===== config.mk =====
export PLATFORM = sky130hd
export DESIGN_NAME = mod_fold_89
export DESIGN_NICKNAME = d
export VERILOG_FILES = /design/src/rtl/mod_fold_89_pkg.sv /design/src/rtl/mod_fold_89_corr.sv /design/src/rtl/mod_fold_89.sv
export SDC_FILE = /design/constraint.sdc
export NUM_CORES = 1
export LEC_CHECK = 0
export BUFFER_PORTS_ARGS = -buffer_cell sky130_fd_sc_hd__buf_2
export CAP_MARGIN = 20
export CORE_ASPECT_RATIO = 1.5
export CORE_MARGIN = 4
export CORE_UTILIZATION = 63
export CTS_CLUSTER_DIAMETER = 200
export DETAILED_ROUTE_END_ITERATION = 8
export GPL_TIMING_DRIVEN = 0
export PLACE_DENSITY = 0.93
export SLEW_MARGIN = 20
export SYNTH_ARGS = -nofsm -noshare
export SYNTH_HDL_FRONTEND = slang
export SYNTH_SLANG_ARGS = --single-unit

===== constraint.sdc =====
create_clock -name clk -period 6.3 [get_ports clk]
set_input_delay 0.63 -clock clk [delete_from_list [all_inputs] [get_ports clk]]
set_output_delay 0.63 -clock clk [all_outputs]
set_load 0.1 [all_outputs]

===== src/rtl/mod_fold_89_pkg.sv =====
// Shared definitions for the 89-bit field datapath: modulus, widths, reducer
// state encoding and the fold-correction constant generator.
package mod_fold_89_pkg;

   localparam int W_RED  = 89;
   localparam int W_WIDE = 92;

   localparam logic [W_RED-1:0] P89 = 89'h19f393cffffffffffffffff;
   localparam logic [W_RED-1:0] C2  = 89'h60c6c30000000000000001;

   typedef enum logic [1:0] {
      IDLE = 2'd0,
      FOLD = 2'd1,
      CSUB = 2'd2,
      OUT  = 2'd3
   } state_t;

   // M*2^88 mod p by repeated subtraction; the quotient never exceeds 9.
   // Only ever called with constant arguments, so it folds to a constant.
   function automatic logic [W_RED-1:0] corr_value(input logic [3:0] m);
      logic [W_WIDE-1:0] v;
      v = {m, 88'b0};
      for (int i = 0; i < 10; i++) begin
         if (v >= {3'b000, P89}) begin
            v = v - {3'b000, P89};
         end
      end
      return v[W_RED-1:0];
   endfunction

endpackage


===== src/rtl/mod_fold_89_corr.sv =====
// Fold-correction lookup: maps the overflow nibble M to (M * 2^88) mod p.
module mod_fold_89_corr
   import mod_fold_89_pkg::*;
(
   input  logic [3:0]       m,
   output logic [W_RED-1:0] corr
);

   logic [W_RED-1:0] table_q [16];

   for (genvar g = 0; g < 16; g++) begin : g_entry
      assign table_q[g] = corr_value(4'(g));
   end

   assign corr = table_q[m];

endmodule


===== src/rtl/mod_fold_89.sv =====
// Sequential reducer: folds a 92-bit operand's overflow nibble back into the
// low bits, then does one conditional subtraction of p to reach the residue.
module mod_fold_89
   import mod_fold_89_pkg::*;
#(
   parameter int MAX_FOLDS = 3
) (
   input  logic              clk,
   input  logic              rst,
   input  logic              in_valid,
   output logic              in_ready,
   input  logic [W_WIDE-1:0] din,
   output logic              out_valid,
   input  logic              out_ready,
   output logic [W_RED-1:0]  dout,
   output logic [1:0]        fold_cnt,
   output logic              fold_err
);

   state_t            state_q, state_d;
   logic [W_WIDE-1:0] acc;
   logic [W_RED-1:0]  dout_r;
   logic [1:0]        fold_cnt_r;
   logic              fold_err_r;

   logic [W_RED-1:0]  corr;
   logic [W_WIDE-1:0] acc_folded;
   logic [W_RED-1:0]  acc_low;
   logic [W_RED-1:0]  acc_reduced;
   logic              need_fold;
   logic              do_fold;
   logic              overrun;

   mod_fold_89_corr u_corr (
      .m    (acc[91:88]),
      .corr (corr)
   );

   // Bit 88 alone is never folded: corr(1) = 2^88 would leave acc unchanged.
   assign need_fold  = (acc[91:89] != 3'b000);
   assign acc_folded = {4'b0000, acc[87:0]} + {3'b000, corr};

   assign acc_low     = acc[W_RED-1:0];
   assign acc_reduced = (acc_low >= P89) ? (acc_low - P89) : acc_low;

   always_comb begin
      // NOTE: every signal gets a default first so no path can infer a latch.
      state_d = state_q;
      do_fold = 1'b0;
      overrun = 1'b0;
      case (state_q)
         IDLE: begin
            if (in_valid) state_d = FOLD;
         end
         FOLD: begin
            if (need_fold) begin
               if (int'(fold_cnt_r) >= MAX_FOLDS) begin
                  overrun = 1'b1;
                  state_d = CSUB;
               end else begin
                  do_fold = 1'b1;
               end
            end else begin
               state_d = CSUB;
            end
         end
         CSUB: state_d = OUT;
         OUT: begin
            if (out_ready) state_d = IDLE;
         end
         default: state_d = IDLE;
      endcase
   end

   always_ff @(posedge clk) begin
      // NOTE: reset is synchronous, so it only takes effect on a clock edge.
      if (rst) begin
         state_q <= IDLE;
      end else begin
         // NOTE: sequential state uses non-blocking assignment so all
         // registers update together from pre-edge values.
         state_q <= state_d;
      end
   end

   always_ff @(posedge clk) begin
      if (rst) begin
         acc        <= '0;
         dout_r     <= '0;
         fold_cnt_r <= '0;
         fold_err_r <= 1'b0;
      end else begin
         if (state_q == IDLE && in_valid) begin
            acc        <= din;
            fold_cnt_r <= '0;
         end
         if (do_fold) begin
            acc        <= acc_folded;
            fold_cnt_r <= fold_cnt_r + 2'd1;
         end
         // Sticky until reset so a rare overrun cannot be missed by software.
         if (overrun) begin
            fold_err_r <= 1'b1;
         end
         if (state_q == CSUB) begin
            dout_r <= acc_reduced;
         end
      end
   end

   assign in_ready  = (state_q == IDLE);
   assign out_valid = (state_q == OUT);
   assign dout      = dout_r;
   assign fold_cnt  = fold_cnt_r;
   assign fold_err  = fold_err_r;

endmodule


-- Yosys cells after proc, flatten, opt, wreduce, memory -nomap -nowiden
Memories as Yosys holds them, arrays and structs flattened.
Index checks and enable logic that the tools add are counted.
- memories kept: 1
- word-level logic and storage cells: 42
- register bits: 186
- bits in read-only memories: 1424
- output and inout port bits: 94
- input bits: 96
- memory list (name ; depth ; width ; read ports ; clocked after memory_dff ; wr ports ; line ; source):
    (name not given) ; 16 ; 89 ; 1 ; 0 ; 0 ; mod_fold_89_corr.sv:15 ; assign corr = table_q[m];
- muxes and demuxes: 18
- order comparisons: 3
- equal/unequal tests: 6
- bitwise gates (word level): 1
- add/sub/neg operators: 3
- reductions and logical operators: 5
- operators with widths (cell ; number):
    $mux W89 ; 3
    $mux W92 ; 2
    $add A88 B89 Y90 ; 1
    $ge A89 B89 Y1 const B ; 1
    $sub A89 B89 Y89 const B ; 1
    $mux W2 ; 6
    $pmux W2 S4 ; 1
    $mux W1 ; 6
    $ge A5 B5 Y1 const B ; 1
    $not A4 Y5 ; 1
    $eq A2 B2 Y1 const B ; 2
    $ne A3 B3 Y1 const B ; 1
    $reduce_and A3 Y1 ; 1
    $reduce_bool A3 Y1 ; 1
    $add A2 B1 Y2 const B ; 1
    $eq A2 B1 Y1 const B ; 1
    $ge A2 B2 Y1 const B ; 1
    $logic_not A2 Y1 ; 1
    $ne A2 B1 Y1 const B ; 1
    $ne A2 B2 Y1 const B ; 1
    $reduce_bool A2 Y1 ; 1
    $logic_and A1 B1 Y1 ; 1

-- Logic depth before layout (Yosys ltp)
- depth after elaboration: 6
- mapped depth: 16
- mapped depth without buffers: 15

-- Hierarchy
Synthesis repeated with hierarchy kept, for this count alone.
- cells, all modules: 2083
- area total of the unflattened synthesis: 15466.1 sq um
- by module, submodules not included (module ; area an instance (sq um) ; sequential area each (sq um) ; cells each ; instances):
    mod_fold_89 ; 14560.2 ; 3723.6 ; 1957 ; 1
    mod_fold_89_corr ; 905.9 ; 0.0 ; 126 ; 1

-- Worst setup path after synthesis
No wires, ideal clock.
- kind: register to register
- start point: register acc[88]
- end point: register acc[79]
- path buffers: 0
- setup slack: 2.727 ns
- data required time: 6.166 ns
- library setup time: 0.134 ns
- arrival time: 3.439 ns
- period minus slack after synthesis: 3.573 ns
- stages on the path, launching flop included: 15
- cell sequence: dfxtp_1 > inv_1 > ha_1 > nor2_1 > a21oi_1 > a21oi_1 > ha_1 > inv_1 > or4_1 > nor2_1 > a31oi_1 > o21ai_1 > nand3_1 > and3_1 > or4_1
- longest elaborated chain between the ends: 6
- RTL lines (what ; line ; source):
    start, declared ; mod_fold_89.sv:21 ; logic [W_WIDE-1:0] acc;
    start signal, assigned ; mod_fold_89.sv:94 ; acc <= din;
    start signal, assigned ; mod_fold_89.sv:98 ; acc <= acc_folded;
    $not A4 Y5 (not written as such) ; mod_fold_89_corr.sv:15 ;
    $mem_v2 Z16 W89 ; n/a ;
    $mux W89 (not written as such) (2 in a row) ; mod_fold_89_corr.sv:15 ;
    $add A88 B89 Y90 ; mod_fold_89.sv:41 ; assign acc_folded = {4'b0000, acc[87:0]} + {3'b000, corr};
    $mux W92 ; mod_fold_89.sv:97 ; if (do_fold) begin
No other way between the ends. The select of a mux whose other input is x is not followed.
A chain may end at the register's enable or synchronous reset.

-- Final worst setup path
- start point: register acc[88]
- end point: register acc[52]
The elaborated chain is that of the path after synthesis.

==> results by group <==
Floorplan
  – Initial Utilization: 64.7%
  – Chip height: 180 µm
  – Core area: 0.0193 mm²
  – I/O pin count: 190
  – Rows: 62
  – Die area: 0.0222 mm²
  – Die X: 123 µm

Critical path
  – CP Launch Type: register
  – Max incr delay on CP: 0.63 ns
  – R2R Path Start: acc[88]
  – Reg2reg setup slack: 1.28 ns
  – R2R cell count: 13
  – WP depth: 13
  – CP Capture Type: register
  – Req. time, crit path: 6.67 ns
  – Critical path origin: acc[88]
  – Worst-path fanout max: 10
  – Crit-path cells: inv_1, ha_1, nor2_1, a21oi_1, a21oi_1, ha_1, fa_1, a31o_2, nand4b_1, nor3_1, nand2_1, or3_1, a31oi_1
  – R2r endpoint: acc[52]
  – CP arrival: 5.39 ns
  – Top delay family on crit path: simple AND/OR/NAND/NOR gates
  – Critical path class: register to register
  – Buffers and inverters on the worst path: 1
  – Slowest CP cell: a21oi_1

Detailed routing
  – DRT antenna net count: 0
  – Routed wire length: 58000 µm
  – Initial DRC Count: 2782
  – Routed WL per cell: 27.0 µm
  – Residual DRC: 1
  – DRT Pass-1 Iters: 9
  – Vias per cell: 7.24
  – Vias after detailed routing: 15500

STA
  – Worst-Margin Slew: 1.18 ns
  – Hold WS: 0.405 ns
  – Max Slew Vio Count: 0
  – Setup tns final: 0 ns
  – Min Tclk post-route: 5.02 ns
  – Final period utilization: 79.8%
  – Rel. slew slack: 21.1%
  – Clock skew: 0.00715 ns
  – # setup viols final: 0
  – F_max: 0.199 GHz
  – Final Hold Fails: 0
  – RSZ-0062 raised after global routing: false

Synth
  – Yosys top cell by area: dfxtp_1
  – Post-synthesis cell type count: 79
  – Seq cells post-synth: 186
  – Yosys Warn Count: 0
  – Mapped cell area: 0.0125 mm²
  – Syn_area_per_cell: 7.48 µm²
  – Post-Syn Nets: 1805
  – Post-synth top flop: dfxtp_1
  – Post-Synthesis Cells: 1670
  – Async set-reset flop share out of synthesis: 0%
  – Register area share after synthesis: 29.8%
  – Area contributors post-synth: dfxtp_1 30%, nor2_1 6.3%, a21oi_1 4.8%
  – Post-synth EDFFs: 0
  – Top cell type's share of synthesized area: 29.8%

Power
  – Tot Pwr: 6.29 mW
  – Combinational group share of total power: 56.0%
  – Power Density: 440 mW/mm²
  – Leak: 5.25 nW
  – Sw Share: 55.5%
  – Sequential share of power: 27.8%
  – Max IR drop VDD: 0.000455 V
  – Internal power: 2.80 mW
  – NetSw: 3.49 mW
  – Clock power share: 16.2%

Global route
  – Vias in the first global route: 14800
  – Gr ovfl total: 0
  – Pin count of the biggest net entering global routing: 17
  – GRT Util Overall: 51.3%
  – First-pass GRT wire length: 86000 µm
  – Initial antenna violation count: 0

Layout
  – Fin util: 74.1%
  – Filler cells: 1565
  – Design area: 0.0143 mm²
  – Diode count: 0
  – Final #Nets: 2014
  – Layout cell share with drive strength beyond 1: 15.7%
  – Area Overhead vs Synth: 14.5%

Placement
  – DP HPWL: 43100 µm
  – Port bufs: 189
  – DP Area: 0.0138 mm²
  – Final GP Congestion: 1.14

Hold path
  – Hold path startpoint: din[42]
  – Hold crit path type: primary input to register
  – Hold EP: acc[42]
  – Hold path cells: 3

Clocking
  – CTS Hold Bufs: 0
  – CTS clk-pin slew, worst paths: 0.07 ns
  – CTS root buf: clkbuf_16
  – Resize count post-CTS: 0
  – H-tree levels: 4
  – CTS Buffer Depth: 2
  – Cts bufs inserted: 17
  – Post-CTS Setup Inserts: 0
  – CTS Sinks: 186
  – Latest clock arrival within the worst-skew pair: 0.46 ns
  – TritonCTS clock tree: built

Outcome
  – Violated checks: DRC
  – Status: finished with violations

Run
  – Max cap viols: 0
kinds of logic after synthesis:
family | synth area share, %
AOI/OAI and AO/OA | 25.3
DFF | 29.8
muxes | 0.891
and+or+nand+nor | 29.1
adders and majority gates | 3.97
buffers and inverters | 5.52
xor gates and xnor gates | 5.47
flip-flops by register name (all words and copies together), names as in the netlist:
register,cells
acc,92
state_q,2
dout,89
fold_err,1
fold_cnt,2
worst max-delay path by stage:
| stage | end | slack (ns) |
|---|---|---|
| floorplan | acc[79] | 2.73 |
| global placement | acc[52] | 1.67 |
| detailed placement | acc[52] | 1.59 |
| CTS | acc[52] | 1.53 |
| global route | acc[52] | 1.26 |
| finish | acc[52] | 1.28 |
cells in the final DEF (no fill, tap or decap), types with 6 or more instances in the layout:
| cell | Yosys | final |
|---|---|---|
| and4_1 | 19 | 19 |
| ha_1 | 38 | 38 |
| or3_1 | 37 | 37 |
| o2111ai_1 | 9 | 9 |
| o21ai_0 | 82 | 82 |
| xor2_1 | 61 | 61 |
| and2_1 | 13 | 13 |
| nor4b_1 | 7 | 7 |
| or2_2 | 9 | 9 |
| a311oi_1 | 43 | 43 |
| nor4_1 | 25 | 24 |
| buf_2 | 37 | 226 |
| nand4_1 | 50 | 50 |
| xnor2_1 | 17 | 17 |
| o31ai_1 | 12 | 12 |
| nand2_1 | 156 | 156 |
| mux2i_1 | 10 | 10 |
| nor2b_1 | 6 | 6 |
| nor2_1 | 211 | 211 |
| dfxtp_1 | 186 | 186 |
| nand2b_1 | 7 | 7 |
| inv_1 | 24 | 24 |
| o21bai_1 | 6 | 6 |
| nor3_1 | 55 | 55 |
| or4_1 | 11 | 11 |
| a211oi_1 | 69 | 69 |
| o22ai_1 | 8 | 8 |
| nand3_1 | 61 | 61 |
| o21ai_1 | 6 | 6 |
| o211ai_1 | 40 | 40 |
| a31oi_1 | 21 | 21 |
| a21oi_1 | 121 | 121 |
| and3_1 | 25 | 25 |
| a21o_1 | 12 | 12 |
| clkbuf_16 | 0 | 17 |
| clkbuf_1 | 92 | 94 |
| buf_1 | 8 | 8 |
| a221oi_1 | 7 | 7 |
cells in the mapped netlist (10+ instances only):
cell and count:
xor2_1 61, a311oi_1 43, o211ai_1 40, nor2_1 211
and4_1 19, nand2_1 156, xnor2_1 17, a21o_1 12
o31ai_1 12, a31oi_1 21, nand3_1 61, a21oi_1 121
o21ai_0 82, inv_1 24, ha_1 38, buf_2 37
or4_1 11, nor4_1 25, nand4_1 50, clkbuf_1 92
dfxtp_1 186, nor3_1 55, mux2i_1 10, a211oi_1 69
and3_1 25, and2_1 13, or3_1 37
final cells by class:
class | count | area [µm²] | area share (%)
flip-flops and latches | 186 | 3720 | 26.0
clock buffers | 21 | 460 | 3.22
repair buffers | 190 | 953 | 6.66
clock inverters | 10 | 68.8 | 0.481
inverters | 25 | 93.8 | 0.656
plain buffers | 141 | 596 | 4.16
multi-input cells | 1318 | 8090 | 56.5
well taps | 256 | 320 | 2.24
worst register-to-register path: stages (launching register included):
cell      delay [ns]
dfxtp_1         0.60
inv_1           0.16
ha_1            0.37
nor2_1          0.19
a21oi_1         0.08
a21oi_1         0.63
ha_1            0.32
fa_1            0.29
a31o_2          0.34
nand4b_1        0.36
nor3_1          0.63
nand2_1         0.40
or3_1           0.40
a31oi_1         0.18
through the flow:
stage	setup WS, ns	std cells
2_1_floorplan	2.73	1670
3_3_place_gp	1.67	2115
3_5_place_dp	1.59	2115
4_1_cts	1.53	2146
5_1_grt	1.26	2147
6_report	1.28	2147
metal layers:
layer | share of wire, % | vias up | routed length (µm) | track usage, %
met5 | 0 | - | 0 | 0
met3 | 13 | 505 | 7490 | 15.5
met1 | 31 | 6977 | 18000 | 54.6
met4 | 13 | 0 | 7580 | 49.7
met2 | 43 | 1440 | 25000 | 78.2
li1 | - | 6625 | - | -
power groups by stage:
stage                     combinational, mW  sequential [mW]  clock [mW]
after floorplan                        1.50             2.74           0
after global placement                 3.32             1.74           0
after detailed placement               3.37             1.75           0
after CTS                              3.39             1.73        1.00
after global routing                   3.67             1.77        1.05
final                                  3.52             1.75        1.02
Note: power is estimated with default switching activity, not from simulation.
